[src/rtl/fetch_unit.sv]
// Instruction-fetch stage: owns PC and IR, fetches over req/ack,
// and stalls the downstream control unit via en.
module fetch_unit #(
  parameter logic [7:0]  RESET_PC       = 8'h00,
  parameter int unsigned TIMEOUT_CYCLES = 16
) (
  input  logic        clk,
  input  logic        reset,
  input  logic        inc_pc,
  input  logic        pc_src,
  input  logic [7:0]  jump_addr,
  input  logic        halted,
  output logic        imem_req,
  output logic [7:0]  imem_addr,
  input  logic        imem_ack,
  input  logic [15:0] imem_rdata,
  output logic [15:0] instruction,
  output logic [7:0]  pc_out,
  output logic        en,
  output logic        fault,
  output logic [15:0] instr_count
);

  typedef enum logic [1:0] {
    RUN        = 2'd0,
    FETCH_WAIT = 2'd1,
    STOPPED    = 2'd2
  } state_e;

  state_e      state_q, state_d;
  logic [7:0]  pc_q, pc_d;
  logic [15:0] ir_q, ir_d;
  logic        stale_q, stale_d;
  logic        fault_q, fault_d;
  logic [15:0] cnt_q, cnt_d;
  logic [31:0] to_q, to_d;
  logic        to_hit;

  // the request that is missing its ack now would be the last allowed one
  assign to_hit = (TIMEOUT_CYCLES != 32'd0) &&
                  ((to_q + 32'd1) >= TIMEOUT_CYCLES);

  // state and datapath registers
  always_ff @(posedge clk or posedge reset) begin
    if (reset) begin
      state_q <= RUN;
      pc_q    <= RESET_PC;
      ir_q    <= 16'h0000;
      stale_q <= 1'b1;
      fault_q <= 1'b0;
      cnt_q   <= 16'h0000;
      to_q    <= 32'd0;
    end else begin
      state_q <= state_d;
      pc_q    <= pc_d;
      ir_q    <= ir_d;
      stale_q <= stale_d;
      fault_q <= fault_d;
      cnt_q   <= cnt_d;
      to_q    <= to_d;
    end
  end

  // next state and datapath updates; halted always wins
  always_comb begin
    state_d = state_q;
    pc_d    = pc_q;
    ir_d    = ir_q;
    stale_d = stale_q;
    fault_d = fault_q;
    cnt_d   = cnt_q;
    to_d    = to_q;
    unique case (state_q)
      RUN: begin
        if (halted) begin
          state_d = STOPPED;
        end else if (en && pc_src) begin
          pc_d    = jump_addr;
          stale_d = 1'b1;
        end else if (en && inc_pc) begin
          pc_d    = pc_q + 8'd1;
          stale_d = 1'b1;
          cnt_d   = cnt_q + 16'd1;
        end else if (inc_pc && stale_q) begin
          state_d = FETCH_WAIT;
          to_d    = 32'd0;
        end
      end
      FETCH_WAIT: begin
        if (halted) begin
          state_d = STOPPED;
        end else if (imem_ack) begin
          ir_d    = imem_rdata;
          stale_d = 1'b0;
          to_d    = 32'd0;
          state_d = RUN;
        end else if (to_hit) begin
          fault_d = 1'b1;
          state_d = STOPPED;
        end else begin
          to_d = to_q + 32'd1;
        end
      end
      STOPPED: begin
        state_d = STOPPED;
      end
      default: begin
        state_d = STOPPED;
      end
    endcase
  end

  // handshake and stall outputs; en never depends on imem_ack
  always_comb begin
    en       = (state_q == RUN) && !(inc_pc && stale_q) &&
               !halted && !fault_q;
    imem_req = (state_q == FETCH_WAIT);
  end

  assign imem_addr   = pc_q;
  assign pc_out      = pc_q;
  assign instruction = ir_q;
  assign fault       = fault_q;
  assign instr_count = cnt_q;

endmodule

[config.mk]
export PLATFORM = sky130hd
export DESIGN_NAME = fetch_unit
export DESIGN_NICKNAME = d
export VERILOG_FILES = /design/src/rtl/fetch_unit.sv
export SDC_FILE = /design/constraint.sdc
export NUM_CORES = 1
export LEC_CHECK = 0
export BUFFER_PORTS_ARGS = -buffer_cell sky130_fd_sc_hd__buf_2
export CAP_MARGIN = 15
export CORE_MARGIN = 10
export CORE_UTILIZATION = 50
export DETAILED_ROUTE_END_ITERATION = 8
export PLACE_DENSITY = 0.82
export SLEW_MARGIN = 25
export SYNTH_ARGS = -nofsm -noshare
export SYNTH_HDL_FRONTEND = slang
export SYNTH_SLANG_ARGS = --single-unit
[constraint.sdc]
create_clock -name clk -period 3 [get_ports clk]
set_input_delay 0.15 -clock clk [delete_from_list [all_inputs] [get_ports clk]]
set_output_delay 0.15 -clock clk [all_outputs]
set_load 0.05 [all_outputs]
## Yosys cells after proc, flatten, opt, wreduce, memory -nomap -nowiden

Cells that the tools add are included.

| word-level totals | value |
|---|---|
| output and inout port bits | 51 |
| bits of input ports | 30 |
| logic and storage cells | 70 |
| flip-flop bits (word level) | 76 |

| operators by class | value |
|---|---|
| $add $sub $neg | 3 |
| bitwise operators | 3 |
| $lt $le $gt $ge | 1 |
| eq/ne operators | 13 |
| reductions and logical operators | 19 |
| mux-type cells | 24 |

Operators by type and width:

| cell | number |
|---|---|
| 32-bit 2-to-1 mux | 7 |
| 32-bit one-hot mux with 2 select lines | 1 |
| 32-bit by 1-bit adder with 32-bit output, second input constant | 1 |
| 32-bit by 5-bit greater-or-equal comparator with 1-bit output, second input constant | 1 |
| 16-bit by 1-bit adder with 16-bit output, second input constant | 1 |
| 8-bit 2-to-1 mux | 2 |
| 3-bit != test, second input constant | 5 |
| 2-bit 2-to-1 mux | 7 |
| 4-bit AND reduction | 3 |
| 2-bit != test, second input constant | 5 |
| 8-bit by 1-bit adder with 8-bit output, second input constant | 1 |
| 7-bit AND reduction | 1 |
| 1-bit logical AND | 6 |
| 3-bit AND reduction | 2 |
| 1-bit 2-to-1 mux | 5 |
| 5-bit AND reduction | 1 |
| 4-bit by 2-bit != test with 1-bit output, second input constant | 1 |
| 2-bit one-hot mux with 2 select lines | 1 |
| 2-bit nonzero test | 2 |
| 1-bit zero test | 3 |
| 1-bit inverter | 3 |
| 2-bit by 1-bit == test with 1-bit output, second input constant | 1 |
| 2-bit zero test | 1 |
| 2-bit by 1-bit != test with 1-bit output, second input constant | 1 |
| 1-bit one-hot mux with 2 select lines | 1 |

## Longest topological paths before layout

Gate-level depths: netlist of the first run.

| logic depth | value |
|---|---|
| depth after elaboration | 10 |
| gate-level depth with buffers | 9 |
| depth with buffers taken out | 8 |

## Worst setup path before layout of the first run

OpenSTA, ideal clock, no wires.

| path | value |
|---|---|
| path kind | register -> register |
| from | register to_q[0] |
| to | register to_q[31] |
| path slack | -0.015 ns |
| clock period less this slack | 3.015 ns |
| cell stages (with the launch flop) | 10 |
| data required time | 2.858 ns |
| library setup time | 0.142 ns |
| data arrival time | 2.873 ns |
| path buffers | 2 |
| path through | dfrtp_1 clkbuf_1 nand2_1 or4_1 or4_4 or2_0 a221o_2 o31ai_4 buf_6 a21boi_0 |

| between the ends | value |
|---|---|
| longest elaborated chain between the ends | 5 |
| elaborated cells between the ends (all ways) | 8 |
| classes of those cells | 1 x add/sub; 1 x order compare; 1 x eq/ne; 4 x mux; 1 x reduce/logical |

Ends and longest elaborated chain:

| what | line | RTL |
|---|---|---|
| from (decl) | 36 | `logic [31:0] to_q, to_d;` |
| from (signal assigned) | 60 | `to_q <= to_d;` |
| 32-bit by 1-bit adder with 32-bit output * | 41, 101 |  |
| branches (longest 4 deep; another with 32-bit by 5-bit greater-or-equal comparator with 1-bit output) | -- |  |

Mark *: on every way between the ends. The select of a mux whose other input is x is not followed.
A chain may end at the register's enable or synchronous reset.

## Final worst setup path of the first run

| path | value |
|---|---|
| from | register to_q[0] |
| to | register to_q[7] |

Same word-level chain as after synthesis.

==> results.yml, run 1 <==
global_route:
  grt_overflow: 0
  grt_pass1_wl_um: 18800
  grtUsageTotal_pct: 17.8
  grt_pass1_vias: 3814
  grt_max_degree: 40
  antenna_found_initial: 0
placed_design:
  place.port_buffers: 80
  pre_cts_slack_ps: 14.7
  routabilityCongestion: 0.946
  dp_hpwl_um: 8380
sta:
  finalCritPeriodShare_pct: 98.0
  finClkSkew_ps: 13.5
  setup_viol_count_final: 0
  hold_violations: 0
  fmax_mhz: 340
  drv_slew: 0
  setup_ws_ps: 59.9
  worst_slew_pin_slew_ps: 828
  hold_ws_ps: 20.6
  slew_headroom_pct: 44.7
  period_needed_ps: 2940
setup_path:
  startpoint_type: "flop"
  end_kind: "flop"
  crit_path_max_fanout: 14
  crit_arrival_ps: 3150
  cp_data_required_time_ps: 3210
  reg2regPathDepth: 10
  worstSetupPathType: "reg -> reg"
synthesis:
  netlist_top_cells_area: "dfrtp_1 45%, mux2_2 4.3%, a21boi_0 4.0%, nand4_1 3.0%, nor2_1 3.0%"
  async_flop_share_pct: 100
  synth_nets: 460
  avgSynthCellArea_um2: 9.75
  ys_seq_area_share_pct: 45.7
  synth-edff-count: 0
  synthCells: 427
  ys_top_cells_by_count: "75 x dfrtp_1, 33 x nor2_1, 25 x nand2_1"
  synth_top_area_share_pct: 45.1
  ys_warn_count: 0
  synth.most_common_cell: "dfrtp_1"
  synth.ff_latch_count: 76
  ys_types: 64
  synth-main-ff-cell: "dfrtp_1"
  synthDominantAreaCellType: "dfrtp_1"
  synthesis.area_mm2: 0.00417
detailed_routing:
  wl_per_cell_um: 18.1
  final_antenna_net_count: 0
  first_pass_iters: 5
  wirelength_um: 11600
  post-route-drc-count: 0
  drt_iter0_markers: 231
  vias: 3806
  viasPerCell: 5.92
power:
  p_clk_share_pct: 39.7
  switching_share_pct: 27.5
  pwr-share-seq_pct: 50.6
  power_density_mw_per_mm2: 408
  internal_power_mw: 1.53
  p_comb_share_pct: 9.7
  leakagePower_nw: 2.47
  vdd_ir_drop_max_uv: 327
  p_sw_mw: 0.580
clocking:
  worstSkewPairLatency_ps: 360
  cts_max_path_buffers: 2
  root_buffer: "clkbuf_8"
  clock-sinks: 76
  cts_tree: "built"
  cts-htree-levels: 3
  clk_pin_slew_ps: 90
  cts_buffers: 9
hold_path:
  hold_path_depth: 2
  hp-class: "in -> reg"
die:
  dieArea_mm2: 0.0124
  coreArea_mm2: 0.00818
  ioPinCount: 81
  row_count: 33
  start_util_pct: 50.9
  die_x_um: 111
  die_height_um: 111
job:
  cap_violations: 0
cells_and_area:
  fill_cells: 675
  regArea_mm2: 0.00192
  postLayoutCoreUtil_pct: 63.3
  area_growth_pct: 24.3
  multi_input_area_mm2: 0.00211
  n_antenna_cell: 0
  drive_gt1_share_pct: 34.8
  fin_nets: 566
outcome:
  status: "complete, no violations"
## flip-flops by register name (all words and copies together) (netlist names)
name,cells
to_q,32
instruction,16
state_q,2
stale_q,1
imem_addr,8
fault,1
instr_count,16
## cells in the final DEF, fill, tap and decap left out, types with 5 or more instances in the layout
master,instances
mux2i_1,5
o21ai_0,14
or3_1,6
inv_1,9
nor3_1,10
a21oi_1,13
nor4_1,9
xor2_1,6
and3_1,9
xnor2_1,13
dfrtp_1,65
a21boi_0,22
dfrtp_2,10
nand3_1,22
clkbuf_8,11
buf_4,36
nand2_1,24
nor2b_1,7
mux2_2,16
nand4_1,20
nor2_1,33
buf_2,80
## final timing paths
path                                         to             from  slack (ps)
worst max register to register          to_q[7]          to_q[0]          60
max in group asynchronous              to_q[13]            reset        1800
worst max-delay path                    to_q[7]          to_q[0]          60
worst min register to register  instr_count[15]  instr_count[15]         460
min in group asynchronous        instruction[2]            reset         490
worst min-delay path             instruction[2]    imem_rdata[2]          20
## area by class of cell
type                       instances  area share, %
timing repair buffer             122           14.8
tap                              105           2.54
multi-input combinational        314           40.8
clock inverter                     5           1.14
inverter                          10          0.725
sequential                        76           37.0
clock buffer                      11           2.92
## worst max-delay path: stages (launching register included)
cell and delay [ps]:
dfrtp_2 450, ha_1 230, and3_1 230, or4_1 440, a21boi_0 190, o211ai_1 110, or4_4 570, o31ai_4 190
buf_6 150, buf_12 140, a21boi_0 100
## per-layer routing
metal  up-vias  track usage, %  share of wire (%)
li1       1783               -                  -
met1      1853            22.5                 45
met2       150            27.7                 47
met3        20            6.71                7.3
met4         0            4.71                1.2
met5         -               0                  0
## repair_timing
action / in CTS / in global routing
endpoints found under the hold margin: 37 / 0
setup endpoints to repair: 3 / 35
hold buffers: 1 / 0
pin swaps: 0 / 4
setup buffers: 0 / 9
gates resized for setup: 1 / 19
gates cloned: 0 / 2
## metrics by stage
step           power [mW]  cell area, um^2  TNS (ps)  instances
5_1_grt              2.19             5180     -14.1        643
3_3_place_gp         1.29             4800         0        615
2_1_floorplan        1.23             4170         0        427
3_5_place_dp         1.29             4800         0        615
4_1_cts              2.12             5020         0        632
6_report             2.11             5180         0        643
## kinds of logic after synthesis
kind of cell	synth area share, %
xor gates and xnor gates	4.00
muxes	5.53
AOI/OAI and AO/OA	16.3
and+or+nand+nor	23.1
adders and majority gates	0.901
buffers and inverters	4.57
DFF	45.7
## power by group through the flow
stage	combinational, mW	sequential, mW	clock, mW
6_report	0.205	1.07	0.839
5_1_grt	0.222	1.07	0.901
4_1_cts	0.207	1.07	0.851
3_5_place_dp	0.206	1.09	0
3_3_place_gp	0.202	1.09	0
2_1_floorplan	0.102	1.13	0
No activity file was read; power rests on OpenSTA's default activity.
==> run 2: changes to the inputs <==
--- a/config.mk
+++ b/config.mk
@@ -5,6 +5,7 @@
 export SDC_FILE = /design/constraint.sdc
 export NUM_CORES = 1
 export LEC_CHECK = 0
+export ABC_AREA = 1
 export BUFFER_PORTS_ARGS = -buffer_cell sky130_fd_sc_hd__buf_2
 export CAP_MARGIN = 15
 export CORE_MARGIN = 10
==> run 2 against run 1 <==
Synthesized cell count grew 30%. Clock skew is 2.7 ps lower. Wire length down 8.2%. Register-to-register slack better by 310 ps.
==> results.yml, run 2 <==
synthesis:
  synth-edff-count: 0
  ys_warn_count: 0
  ys_types: 35
  netlist_top_cells_area: "dfrtp_1 44%, nand2_1 14%, nor2_1 6.3%, inv_1 5.9%, mux2_2 4.3%"
  synth.ff_latch_count: 76
  synthDominantAreaCellType: "dfrtp_1"
  synth.most_common_cell: "nand2_1"
  synthesis.area_mm2: 0.00424
  avgSynthCellArea_um2: 7.65
  synth_top_area_share_pct: 44.3
  ys_seq_area_share_pct: 44.9
  ys_top_cells_by_count: "155 x nand2_1, 75 x dfrtp_1, 71 x nor2_1"
  synth_nets: 587
  async_flop_share_pct: 100
  synth-main-ff-cell: "dfrtp_1"
  synthCells: 554
setup_path:
  crit_path_max_fanout: 34
  r2r_setup_slack_ps: 370
  r2r-end: "to_q[2]"
  cp-startpoint: "to_q[0]"
  worstReg2RegStart: "to_q[0]"
  end_kind: "flop"
  cp_data_required_time_ps: 3250
  worstSetupPathType: "reg -> reg"
  startpoint_type: "flop"
  reg2regPathDepth: 14
  crit_arrival_ps: 2880
detailed_routing:
  wl_per_cell_um: 14.4
  drt_iter0_markers: 239
  first_pass_iters: 8
  wirelength_um: 10700
  vias: 3832
  viasPerCell: 5.16
  final_antenna_net_count: 0
  post-route-drc-count: 0
sta:
  slew_headroom_pct: 46.2
  setup_tns_ps: 0
  finClkSkew_ps: 10.8
  worst_slew_pin_slew_ps: 802
  fmax_mhz: 380
  finalCritPeriodShare_pct: 87.8
  hold_violations: 0
  drv_slew: 0
  setup_viol_count_final: 0
  rsz0062_at_grt: "no"
  period_needed_ps: 2630
clocking:
  root_buffer: "clkbuf_8"
  clock-sinks: 76
  cts_buffers: 9
  worstSkewPairLatency_ps: 360
  cts_tree: "built"
  clk_pin_slew_ps: 80
  cts-htree-levels: 3
  cts_max_path_buffers: 2
  cts_resized: 0
placed_design:
  dpl_cell_area_mm2: 0.00470
  dp_hpwl_um: 8090
  place.port_buffers: 80
  routabilityCongestion: 0.994
die:
  ioPinCount: 81
  row_count: 33
  die_x_um: 112
  start_util_pct: 51.6
  die_height_um: 112
  coreArea_mm2: 0.00822
  dieArea_mm2: 0.0126
global_route:
  grt_overflow: 0
  grt_pass1_wl_um: 18200
  antenna_found_initial: 0
  grt_pass1_vias: 3841
  grt_max_degree: 43
  grtUsageTotal_pct: 17.0
hold_path:
  hp-class: "in -> reg"
  min_from: "imem_rdata[3]"
  hold_path_depth: 2
  holdPathEnd: "instruction[3]"
power:
  p_sw_mw: 1.47
  pwr-share-seq_pct: 40.5
  p_clk_share_pct: 25.8
  internal_power_mw: 1.97
  switching_share_pct: 42.7
  leakagePower_nw: 2.51
  power_density_mw_per_mm2: 698
  vdd_ir_drop_max_uv: 375
  p_comb_share_pct: 33.6
cells_and_area:
  final_common_cell: "nand2_1"
  layout_common_cells: "155 x nand2_1, 80 x buf_2, 75 x dfrtp_1"
  fill_cells: 718
  n_antenna_cell: 0
  area_growth_pct: 16.4
  multi_input_area_mm2: 0.00197
  largest_reg_flops: 32
  fin_nets: 666
  final_area_mm2: 0.00494
  top_register: "to_q"
  regArea_mm2: 0.00190
  drive_gt1_share_pct: 21.6
outcome:
  status: "complete, no violations"
job:
  cap_violations: 0
run 2: cell types whose count changed after synthesis, sizes merged, moves of 12 or more:
cell    previous run  this run
nand4             21         9
a21oi             13        35
nand2             25       158
inv               10        69
nand3             23        39
nor2              33        81
a21boi            25         3
run 2: stage by stage:
stage / hold WS (ps) / power, mW / utilization, % / worst slack, ps / std cells
floorplan: 247 / 2.33 / - / 717 / 554
global placement: 311 / 2.54 / 57.2 / 485 / 726
detailed placement: 315 / 2.57 / 57.2 / 437 / 726
CTS: 7.27 / 3.46 / 60.1 / 405 / 743
global route: 15.9 / 3.64 / 60.1 / 97.0 / 743
finish: 22.1 / 3.44 / 60.1 / 367 / 743
run 2: layout make-up:
class | instances | area share, %
multi-input cells | 393 | 40.0
flip-flops and latches | 76 | 38.6
well taps | 105 | 2.66
clock inverters | 7 | 2.03
inverters | 69 | 5.25
repair buffers | 84 | 9.02
clock buffers | 9 | 2.51
run 2: worst max path at each step:
| stage | slack, ps | depth (start not counted) | endpoint |
|---|---|---|---|
| 2_1_floorplan | 720 | 13 | instr_count[14] |
| 3_3_place_gp | 490 | 14 | to_q[0] |
| 3_5_place_dp | 440 | 14 | to_q[2] |
| 4_1_cts | 410 | 14 | to_q[2] |
| 5_1_grt | 100 | 16 | to_q[2] |
| 6_report | 370 | 14 | to_q[2] |
run 2: critical path, cell delays in order, from the launching register on:
cell and delay [ps]:
dfrtp_1 410, ha_1 210, nand2_1 110, nor2_4 180, nand2_1 190, o21ai_0 210
nand2_1 70, nor2_1 130, nand2_1 80, nor2_2 140, nand3_2 110, nand2_4 330
nand2_1 180, nand2_1 100, nand2_1 50
run 2: power groups by stage:
stage	combinational, mW	clock, mW	sequential [mW]
after floorplan	0.678	0	1.66
after global placement	1.14	0	1.40
after detailed placement	1.16	0	1.41
after CTS	1.17	0.898	1.39
after global routing	1.27	0.943	1.42
final	1.16	0.890	1.39
run 2: layer usage:
layer | track usage (%) | up-vias | part of all wire (%)
met5 | 0 | - | 0
met2 | 27.9 | 121 | 48
met3 | 4.69 | 27 | 7.0
met1 | 20.6 | 1778 | 43
met4 | 7.45 | 0 | 2.3
li1 | - | 1906 | -
run 2: cell families (layout without fill, tap and decap cells):
family / after synthesis / count (layout) / synth area share, %
AND/OR/NAND/NOR: 294 / 294 / 29.9
buffers and inverters: 85 / 169 / 8.65
XOR/XNOR: 17 / 17 / 3.51
multiplexers: 16 / 16 / 4.25
flip-flops: 76 / 76 / 44.9
AO/OA/AOI/OAI: 63 / 63 / 7.94
adder cells (fa/ha/maj): 3 / 3 / 0.886
run 2: what timing repair did:
action / in CTS / in global routing
hold buffers: 1 / 0
hold endpoints to repair: 34 / 0
setup buffers: 0 / 0
==> run 3: changes to the inputs <==
--- a/config.mk
+++ b/config.mk
@@ -12,6 +12,7 @@
 export CORE_UTILIZATION = 50
 export DETAILED_ROUTE_END_ITERATION = 8
 export PLACE_DENSITY = 0.82
+export REMOVE_ABC_BUFFERS = 1
 export SLEW_MARGIN = 25
 export SYNTH_ARGS = -nofsm -noshare
 export SYNTH_HDL_FRONTEND = slang
==> run 3 against run 2 <==
First-iteration DRC count increased by 33%. Via count increased by 1.5%. Die area unchanged. Power increased by 0.80%. Maximum frequency decreased by 2.4%. Non-clock buffer count increased by 2. Combinational power about the same. Wire length decreased by 1.0%. Worst hold slack got worse by 5.9 ps. Largest power group unchanged.
==> results.yml, run 3 (synthesized netlist as in run 2, its figures left out) <==
clocking:
  cts_tree: "built"
  clock-sinks: 76
  cts-htree-levels: 3
  clk_pin_slew_ps: 90
  root_buffer: "clkbuf_8"
  cts_max_path_buffers: 2
  cts_buffers: 9
  worstSkewPairLatency_ps: 360
setup_path:
  critPathMostFrequentCell: "nand2_1"
  r2r_setup_slack_ps: 300
  path_cells: "ha_1 > nand2_1 > nor2_4 > nand2_1 > o21ai_1 > nand2_1 > nor2_1 > nand3_1 > nor2_1 > nand3_2 > nand2_4 > nand2_1 > nand2_1 > nand2_1"
  max_stage_delay_ps: 400
  worstSetupPathType: "reg -> reg"
  cp_data_required_time_ps: 3250
  critPathTopFamily: "simple AND/OR/NAND/NOR gates"
  crit_arrival_ps: 2950
  crit_path_max_fanout: 34
  startpoint_type: "flop"
  end_kind: "flop"
  critPathSlowestCell: "dfrtp_1"
  critPathBufInv: 0
sta:
  worst_slew_pin_slew_ps: 752
  slew_headroom_pct: 49.7
  fmax_mhz: 371
  hold_violations: 0
  rsz0062_at_grt: "no"
  setup_tns_ps: 0
  drv_slew: 0
  finClkSkew_ps: 14.9
  setup_viol_count_final: 0
  period_needed_ps: 2700
  finalCritPeriodShare_pct: 89.9
placed_design:
  dp_hpwl_um: 7970
  place.port_buffers: 80
  routabilityCongestion: 0.934
cells_and_area:
  layout_common_cells: "155 x nand2_1, 80 x buf_2, 75 x dfrtp_1"
  postLayoutCoreUtil_pct: 60.3
  largest_reg_flops: 32
  fin_nets: 668
  multi_input_area_mm2: 0.00198
  top_register: "to_q"
  n_antenna_cell: 0
  final_common_cell: "nand2_1"
  fill_cells: 730
  regArea_mm2: 0.00190
  drive_gt1_share_pct: 21.7
  area_growth_pct: 16.9
job:
  cap_violations: 0
detailed_routing:
  final_antenna_net_count: 0
  viasPerCell: 5.22
  wirelength_um: 10600
  first_pass_iters: 5
  wl_per_cell_um: 14.2
  drt_iter0_markers: 319
  post-route-drc-count: 0
  vias: 3889
die:
  start_util_pct: 51.6
  dieArea_mm2: 0.0126
  die_x_um: 112
  row_count: 33
  coreArea_mm2: 0.00822
  die_height_um: 112
  ioPinCount: 81
outcome:
  status: "complete, no violations"
power:
  power_density_mw_per_mm2: 701
  leakagePower_nw: 2.52
  finalPower_mw: 3.47
  vdd_ir_drop_max_uv: 706
global_route:
  grt_pass1_vias: 3649
  grt_max_degree: 35
  grt_pass1_wl_um: 17200
  grt_overflow: 0
  antenna_found_initial: 0
  grtUsageTotal_pct: 16.0
hold_path:
  hp-class: "in -> reg"
[run 3: changes by cell type in the layout (fill, tap and decap cells not counted), sizes merged]
| cell | previous run | this run |
|---|---|---|
| clkinv | 4 | 0 |
| inv | 70 | 73 |
| buf | 83 | 84 |
| clkinvlp | 0 | 1 |
| dlygate4sd3 | 1 | 2 |
[run 3: worst paths after layout]
check / end / depth (start not counted) / start
worst max-delay path: to_q[0] / 14 / to_q[0]
worst min-delay path: instruction[5] / 2 / imem_rdata[5]
worst max register to register: to_q[0] / 14 / to_q[0]
worst min register to register: instr_count[15] / 1 / instr_count[15]
max in group asynchronous: instr_count[7] / 4 / reset
min in group asynchronous: instruction[15] / 3 / reset
[run 3: layout make-up]
cell class,count,share of cell area [%]
multi-input cells,393,40.0
flip-flops and latches,76,38.4
repair buffers,86,9.09
inverters,69,5.23
well taps,105,2.65
clock buffers,9,2.50
clock inverters,7,2.12
[run 3: through the flow]
stage          std cells  hold WS (ps)  cell area [um^2]  worst slack (ps)
6_report             745          16.1              4950               303
5_1_grt              745          8.43              4950              74.5
4_1_cts              744          11.0              4940               409
3_5_place_dp         727           233              4700               462
3_3_place_gp         727           229              4700               611
2_1_floorplan        538           250              4130               355
[run 3: layer usage]
layer / vias up / wire length, um / GRT usage [%]
li1: 1908 / - / -
met5: - / 0 / 0
met1: 1817 / 4390 / 19.4
met2: 140 / 5310 / 27.1
met4: 0 / 198 / 4.31
met3: 24 / 663 / 4.58
[run 3: where the power goes]
| part | leakage (nW) | total, mW | internal (mW) | switching, mW |
|---|---|---|---|---|
| sequential | 1.00 | 1.40 | 1.20 | 0.202 |
| clock | 0.113 | 0.909 | 0.483 | 0.426 |
| combinational | 1.40 | 1.16 | 0.302 | 0.859 |
| total | 2.52 | 3.47 | 1.98 | 1.49 |
[run 3: timing repair]
item | 4_1_cts | 5_1_grt
resized for setup | 0 | 0
endpoints found under the hold margin | 24 | 1
hold buffers | 1 | 1
setup buffers | 0 | 0
setup endpoints to repair | 0 | 0
